## config.mk

```make
export PLATFORM = sky130hd
export DESIGN_NAME = fixed_to_fp
export DESIGN_NICKNAME = d
export VERILOG_FILES = /design/src/rtl/fp_conv_pkg.sv /design/src/rtl/fp_round_ne.sv /design/src/rtl/fixed_to_fp.sv
export SDC_FILE = /design/constraint.sdc
export NUM_CORES = 1
export LEC_CHECK = 0
export ABC_AREA = 1
export BUFFER_PORTS_ARGS = -buffer_cell sky130_fd_sc_hd__buf_4
export CAP_MARGIN = 10
export CORE_UTILIZATION = 59
export DETAILED_ROUTE_END_ITERATION = 12
export PLACE_DENSITY = 0.8
export SLEW_MARGIN = 30
export SYNTH_ARGS = -nofsm -noshare
export SYNTH_HDL_FRONTEND = slang
export SYNTH_HIERARCHICAL = 1
export SYNTH_SLANG_ARGS = --single-unit
```

## constraint.sdc

```tcl
create_clock -name clk -period 6.4 [get_ports clk]
set_clock_uncertainty 0.15 [all_clocks]
set_input_delay 0 -clock clk [delete_from_list [all_inputs] [get_ports clk]]
set_output_delay 0 -clock clk [all_outputs]
set_load 0.005 [all_outputs]
```

## src/rtl/fp_conv_pkg.sv

```systemverilog
// Shared definitions for the fixed-point <-> IEEE-754 single converters.
package fp_conv_pkg;

    localparam int FP_BIAS   = 127;
    localparam int FP_MANT_W = 23;
    localparam int FP_EXP_W  = 8;

    typedef enum logic [2:0] {
        S_IDLE,
        S_ABS,
        S_NORM,
        S_ROUND,
        S_DONE
    } conv_state_t;

endpackage

```

## src/rtl/fp_round_ne.sv

```systemverilog
// Exponent/mantissa extraction from a normalized magnitude, round-to-nearest-even.
module fp_round_ne
    import fp_conv_pkg::*;
#(
    parameter int FRAC_BITS = 16
) (
    input  logic [31:0]          mag,
    input  logic [4:0]           sc,
    output logic [FP_EXP_W-1:0]  exp,
    output logic [FP_MANT_W-1:0] mant
);

    logic                 lsb;
    logic                 guard;
    logic                 sticky;
    logic                 inc;
    logic [FP_MANT_W:0]   mant_sum;
    logic [8:0]           exp_base;
    logic [8:0]           exp_full;
    logic                 unused_bits;

    always_comb begin
        lsb      = mag[8];
        guard    = mag[7];
        sticky   = |mag[6:0];
        inc      = guard && (sticky || lsb);
        // Carry out of the 23-bit field leaves zeros below it and bumps the exponent.
        mant_sum = {1'b0, mag[30:8]} + {{FP_MANT_W{1'b0}}, inc};
        exp_base = 9'(FP_BIAS + 31 - FRAC_BITS) - {4'b0000, sc};
        exp_full = exp_base + {8'd0, mant_sum[FP_MANT_W]};
        exp      = exp_full[FP_EXP_W-1:0];
        mant     = mant_sum[FP_MANT_W-1:0];
    end

    // Hidden bit and the 9th exponent bit are never needed.
    assign unused_bits = &{1'b0, mag[31], exp_full[8]};

endmodule

```

## src/rtl/fixed_to_fp.sv

```systemverilog
// Iterative signed Q(32-FRAC_BITS).FRAC_BITS to IEEE-754 single converter, ready/valid on both sides.
module fixed_to_fp
    import fp_conv_pkg::*;
#(
    parameter int FRAC_BITS = 16
) (
    input  logic        clk,
    input  logic        rst_n,
    input  logic        in_valid,
    output logic        in_ready,
    input  logic [31:0] in_data,
    output logic        out_valid,
    input  logic        out_ready,
    output logic [31:0] out_data
);

    generate
        if (FRAC_BITS < 0 || FRAC_BITS > 31) begin : g_bad_frac
            $error("fixed_to_fp: FRAC_BITS must lie in 0..31");
        end
    endgenerate

    conv_state_t             state;
    conv_state_t             state_next;
    logic [31:0]             data_q;
    logic [31:0]             mag;
    logic [31:0]             abs_mag;
    logic [4:0]              sc;
    logic                    sign;
    logic [FP_EXP_W-1:0]     r_exp;
    logic [FP_MANT_W-1:0]    r_mant;

    fp_round_ne #(
        .FRAC_BITS(FRAC_BITS)
    ) u_round (
        .mag  (mag),
        .sc   (sc),
        .exp  (r_exp),
        .mant (r_mant)
    );

    assign abs_mag = data_q[31] ? (~data_q + 32'd1) : data_q;

    always_ff @(posedge clk or negedge rst_n) begin
        if (!rst_n) state <= S_IDLE;
        else        state <= state_next;
    end

    // Normalization looks one bit ahead so a magnitude with lz leading zeros
    // spends exactly lz cycles shifting (none when the MSB is already set).
    always_comb begin
        state_next = state;
        in_ready   = 1'b0;
        out_valid  = 1'b0;
        unique case (state)
            S_IDLE: begin
                in_ready = 1'b1;
                if (in_valid) state_next = S_ABS;
            end
            S_ABS: begin
                if (abs_mag == '0)     state_next = S_DONE;
                else if (abs_mag[31])  state_next = S_ROUND;
                else                   state_next = S_NORM;
            end
            S_NORM: begin
                if (mag[30]) state_next = S_ROUND;
            end
            S_ROUND: state_next = S_DONE;
            S_DONE: begin
                out_valid = 1'b1;
                if (out_ready) state_next = S_IDLE;
            end
            default: state_next = S_IDLE;
        endcase
    end

    always_ff @(posedge clk or negedge rst_n) begin
        if (!rst_n) begin
            data_q   <= '0;
            mag      <= '0;
            sc       <= '0;
            sign     <= 1'b0;
            out_data <= '0;
        end else begin
            unique case (state)
                S_IDLE: begin
                    if (in_valid) data_q <= in_data;
                end
                S_ABS: begin
                    sign <= data_q[31];
                    mag  <= abs_mag;
                    sc   <= '0;
                    if (abs_mag == '0) out_data <= '0;
                end
                S_NORM: begin
                    mag <= {mag[30:0], 1'b0};
                    sc  <= sc + 5'd1;
                end
                S_ROUND: out_data <= {sign, r_exp, r_mant};
                default: ;
            endcase
        end
    end

endmodule

```

==> results.yml, run 1 <==
sta:
  setup_viol: 0
  slew-limit-headroom_pct: 35.8
  setup_tns_ps: 0
  finalCriticalPeriod_ps: 3550
  worst_pin_slew_ps: 963
  post-route-period-util_pct: 55.5
  max_freq_mhz: 282
  setup_slack_ps: 2850
  rsz0062_at_grt: "no"
  drv_slew: 0
  final_hold_viol_count: 0
cells_and_area:
  nNetsFinal: 987
  final_util_pct: 73.8
  syn_to_final_growth_pct: 19.0
  n_antenna_cell: 0
  drive_above_1_share_pct: 15.9
  seq_area_um2: 2600
  final_area_um2: 7310
  fill_cells: 772
  multi_input_area_um2: 3160
critical_path:
  worst-path-stages: 11
  r2r_slack_ps: 2850
  ff2ff_path_depth: 11
  critPathTopFamily: "simple AND/OR/NAND/NOR gates"
  worst_path_max_delay_cell: "dfrtp_1"
  crit_top_cell: "nand2_1"
  path_class: "reg -> reg"
  path_cells: "inv_2 -> a21oi_2 -> nor2_4 -> nand4_1 -> nand2_1 -> nor2_1 -> nand2_1 -> nor2_2 -> nand3_2 -> nand3_1 -> nand2_1"
  critPathMaxStageDelay_ps: 990
  crit_required_ps: 6520
  crit_buf_inv: 1
  cp-start-kind: "flop"
  worstReg2RegStart: "data_q[31]"
  path_max_fanout: 33
  cp-end-kind: "flop"
  reg2reg_to: "out_data[10]"
  arrival_ps: 3670
global_route:
  grt_max_degree: 69
  grt_pass1_vias: 5636
  antenna_found_initial: 0
  overflow: 0
  grt_pass1_wl_mm: 25.9
  grt_usage_pct: 29.6
power:
  switchingPower_mw: 1.51
  p_per_area_nw_per_um2: 434
  clkPwrFrac_pct: 12.7
  seqPwrFrac_pct: 39.6
  peakVddDrop_v: 0.000246
  finalPower_mw: 3.17
  leakage_nw: 3.68
  p_comb_share_pct: 47.8
  intPower_mw: 1.66
  switching_share_pct: 47.6
place:
  hpwlAfterDp_mm: 11.3
  portBuffers: 69
  gp_congestion: 0.891
  postPlaceCellArea_um2: 6740
  place_ws_ps: 2950
die:
  die_h_um: 104
  core_area_um2: 9910
  dieArea_um2: 10800
  start_util_pct: 62.0
  io_pins: 70
  rows: 36
  fp.dieW_um: 104
outcome:
  status: "finished clean"
hold_path:
  hp-start: "in_data[24]"
  min-delay-path-class: "in -> reg"
  hold_depth: 4
  worstHoldEndpoint: "data_q[24]"
clock_tree:
  clk_path_buf_depth: 2
  clockRootBuffer: "clkbuf_8"
  cts_tree: "yes"
  cts_sinks: 104
  worstSkewPairLatency_ps: 380
  clk_pin_slew_worst_paths_ps: 110
  post_cts_resized: 0
  htree_levels: 3
  numCtsBuffers: 9
detailed_routing:
  first_pass_iters: 7
  drt_iter0_drc: 462
  final_antenna_net_count: 0
  detail_route.wl_per_cell_um: 14.3
  drc: 0
  vias_per_cell: 5.40
  via_count: 5851
  drt_wl_total_mm: 15.5
yosys:
  syn_area_um2: 6140
  syn_area_per_cell_um2: 7.21
  synth_cells: 852
  synth_fp_nets: 893
  yosysWarnings: 6
job:
  drv_cap: 0
==> flip-flops by register name (all words and copies together) (netlist names) <==
signal and flops:
state 3, out_data 32, sc 5, sign 1, mag 31, data_q 32
==> cell usage in the layout, fill, tap and decap left out, types with 8 or more instances in the layout <==
master / count
xnor2_1: 8
nand4_1: 8
dfrtp_1: 104
inv_1: 63
o211ai_1: 14
nand2_1: 306
o21ai_0: 8
dlygate4sd3_1: 36
nand3_2: 21
buf_4: 73
nor2_2: 13
xor2_1: 12
nor2_1: 102
nand3_1: 68
a21oi_1: 36
o21ai_1: 12
clkbuf_8: 9
==> power groups by stage <==
stage / Sequential [mW] / Combinational (mW) / Clock, mW
floorplan: 1.17 / 1.07 / 0
global placement: 1.24 / 1.42 / 0
detailed placement: 1.26 / 1.48 / 0
CTS: 1.25 / 1.50 / 0.408
global route: 1.30 / 1.70 / 0.431
finish: 1.26 / 1.52 / 0.402
==> per-stage QoR <==
step | std cells | hold slack [ps]
2_1_floorplan | 852 | -446
3_3_place_gp | 1031 | -182
3_5_place_dp | 1031 | -169
4_1_cts | 1084 | 234
5_1_grt | 1084 | 270
6_report | 1084 | 254
==> how the worst max path moves through the flow <==
stage / from / end / slack [ps]
4_1_cts: data_q[31] / out_data[6] / 2930
3_3_place_gp: data_q[31] / out_data[11] / 3090
2_1_floorplan: data_q[1] / out_data[12] / 4160
5_1_grt: data_q[31] / out_data[11] / 2490
3_5_place_dp: data_q[31] / out_data[6] / 2950
6_report: data_q[31] / out_data[10] / 2850
==> what timing repair did <==
| action | in CTS | in global routing |
|---|---|---|
| hold buffers | 37 | 0 |
| endpoints found under the hold margin | 70 | 0 |
| endpoints found under the setup margin | 0 | 0 |
| setup buffers | 0 | 0 |
==> area by class of cell <==
class,instances,share of cell area (%)
repair buffers,110,12.7
well taps,133,2.28
clock buffers,9,1.69
multi-input cells,649,43.2
clock inverters,7,0.873
inverters,72,3.70
flip-flops and latches,104,35.6
==> per-layer routing <==
layer | up-vias | share of wire (%) | GRT usage, %
met5 | - | 0 | 0
met4 | 0 | 3.1 | 13.4
met3 | 34 | 4.5 | 2.88
met2 | 193 | 49 | 51.0
met1 | 2729 | 43 | 37.9
li1 | 2895 | - | -
==> worst min-delay path, stage by stage <==
cell and delay, ps:
dlygate4sd3_1 520, buf_4 100, nor2_1 30, a21oi_1 100
No activity file was read; power rests on OpenSTA's default activity.
==> run 2, diff against run 1 <==
==> constraint.sdc (replaced) <==
create_clock -name clk -period 3.28 [get_ports clk]
set_clock_uncertainty 0.15 [all_clocks]
set_input_delay 0 -clock clk [delete_from_list [all_inputs] [get_ports clk]]
set_output_delay 0 -clock clk [all_outputs]
set_load 0.005 [all_outputs]
==> results.yml, run 2 (synthesized netlist as in run 1, its figures left out) <==
die:
  die_h_um: 104
  io_pins: 70
  core_area_um2: 9910
  rows: 36
  start_util_pct: 62.0
  dieArea_um2: 10800
  fp.dieW_um: 104
clock_tree:
  clk_path_buf_depth: 2
  clk_pin_slew_worst_paths_ps: 110
  worstSkewPairLatency_ps: 390
  clockRootBuffer: "clkbuf_8"
  numCtsBuffers: 9
  cts_sinks: 104
  cts_tree: "yes"
  htree_levels: 3
  post_cts_resized: 0
power:
  intPower_mw: 3.26
  switchingPower_mw: 2.91
  p_per_area_nw_per_um2: 843
  p_comb_share_pct: 48.6
  switching_share_pct: 47.2
  finalPower_mw: 6.17
  peakVddDrop_v: 0.000539
  seqPwrFrac_pct: 39.1
  clkPwrFrac_pct: 12.2
  leakage_nw: 3.67
cells_and_area:
  fill_cells: 795
  syn_to_final_growth_pct: 19.1
  nNetsFinal: 990
  n_antenna_cell: 0
  final_util_pct: 73.8
  final_cell_mix: "nand2_1 (306), dfrtp_1 (104), nor2_1 (102)"
  final_area_um2: 7320
  finalNonFillerCells: 1087
  layout_commonest_cell: "nand2_1"
  reg_top3: "data_q x32, out_data x32, mag x31"
  drive_above_1_share_pct: 16.0
place:
  postPlaceCellArea_um2: 6790
  dp.cells: 1036
  portBuffers: 69
  hpwlAfterDp_mm: 11.3
  gp_congestion: 0.877
sta:
  max_freq_mhz: 363
  setup_viol: 0
  finalCriticalPeriod_ps: 2760
  drv_slew: 0
  setup_tns_ps: 0
  rsz0062_at_grt: "no"
  worst_pin_slew_ps: 758
  final_hold_viol_count: 0
  post-route-period-util_pct: 84.0
  slew-limit-headroom_pct: 49.3
detailed_routing:
  detail_route.wl_per_cell_um: 14.4
  drt_iter0_drc: 367
  first_pass_iters: 5
  drc: 0
  vias_per_cell: 5.40
  drt_wl_total_mm: 15.7
  via_count: 5868
  final_antenna_net_count: 0
critical_path:
  cp-start-kind: "flop"
  critPathMaxStageDelay_ps: 390
  worst_path_max_delay_cell: "dfrtp_1"
  arrival_ps: 2890
  reg2reg_to: "out_data[4]"
  cp-endpoint: "out_data[4]"
  path_cells: "inv_1 -> ha_1 -> nand3_1 -> nand2_2 -> nand2_2 -> nor2_2 -> nand2_1 -> clkinv_1 -> nand2_1 -> nand2_1 -> nand2_1 -> nor2_1 -> nand2_1 -> nor2_2 -> nand3_2 -> buf_4 -> nand3_1 -> nand2_1"
  critPathLaunch: "data_q[1]"
  cp-end-kind: "flop"
  crit_required_ps: 3410
  r2r_slack_ps: 520
  worstReg2RegStart: "data_q[1]"
  ff2ff_path_depth: 18
  path_max_fanout: 33
  crit_top_cell: "nand2_1"
  path_class: "reg -> reg"
global_route:
  grt_usage_pct: 30.6
  met3_usage_pct: 3.82
  met1_usage_pct: 39.4
  grt_pass1_vias: 5686
  antenna_found_initial: 0
  grt_pass1_wl_mm: 26.7
  overflow: 0
  busiest_layer: "met2"
  grt_max_degree: 73
  use_met2_pct: 52.4
hold_path:
  min-delay-path-class: "in -> async"
outcome:
  status: "finished clean"
job:
  drv_cap: 0
-- run 2: worst min path at each step --
stage	end	slack, ps	from
after global placement	out_data[27]	20	rst_n
after floorplan	data_q[0]	-450	rst_n
after global routing	out_data[27]	100	rst_n
after CTS	mag[3]	170	rst_n
final	out_data[24]	40	rst_n
after detailed placement	out_data[27]	40	rst_n
-- run 2: metal layers --
metal  up-vias  share of wire [%]
li1       2917                  -
met1      2707                 43
met2       216                 50
met3        28                4.9
met4         0                2.3
met5         -                  0
-- run 2: critical path, delay by kind of cell (launching register included) --
family | cells | cell delay [ps]
AND/OR/NAND/NOR | 14 | 1410
flip-flops | 1 | 390
adder cells (fa/ha/maj) | 1 | 210
buffers and inverters | 3 | 460
-- run 2: area by class of cell --
cell class	count	area [µm²]	area share, %
Timing Repair Buffer	113	952	13.0
Clock buffer	11	131	1.80
Inverter	72	270	3.69
Multi-Input combinational cell	649	3150	43.1
Sequential cell	104	2600	35.6
Clock inverter	5	41.3	0.564
Tap cell	133	166	2.27
-- run 2: power groups by stage --
stage                     sequential (mW)  combinational [mW]  clock (mW)
after global placement               2.39                2.82           0
after CTS                            2.40                2.97       0.756
after detailed placement             2.43                2.93           0
final                                2.41                3.00       0.756
after global routing                 2.50                3.38       0.804
after floorplan                      2.28                2.08           0
-- run 2: timing repair --
item / 4_1_cts / 5_1_grt
endpoints found under the setup margin: 0 / 0
setup buffers: 0 / 0
endpoints found under the hold margin: 105 / 0
hold buffers: 35 / 0
-- run 2: metrics by stage --
stage	hold slack (ps)	worst slack (ps)
after floorplan	-446	1040
after global placement	20.8	684
final	39.5	525
after CTS	173	569
after global routing	103	291
after detailed placement	42.3	597
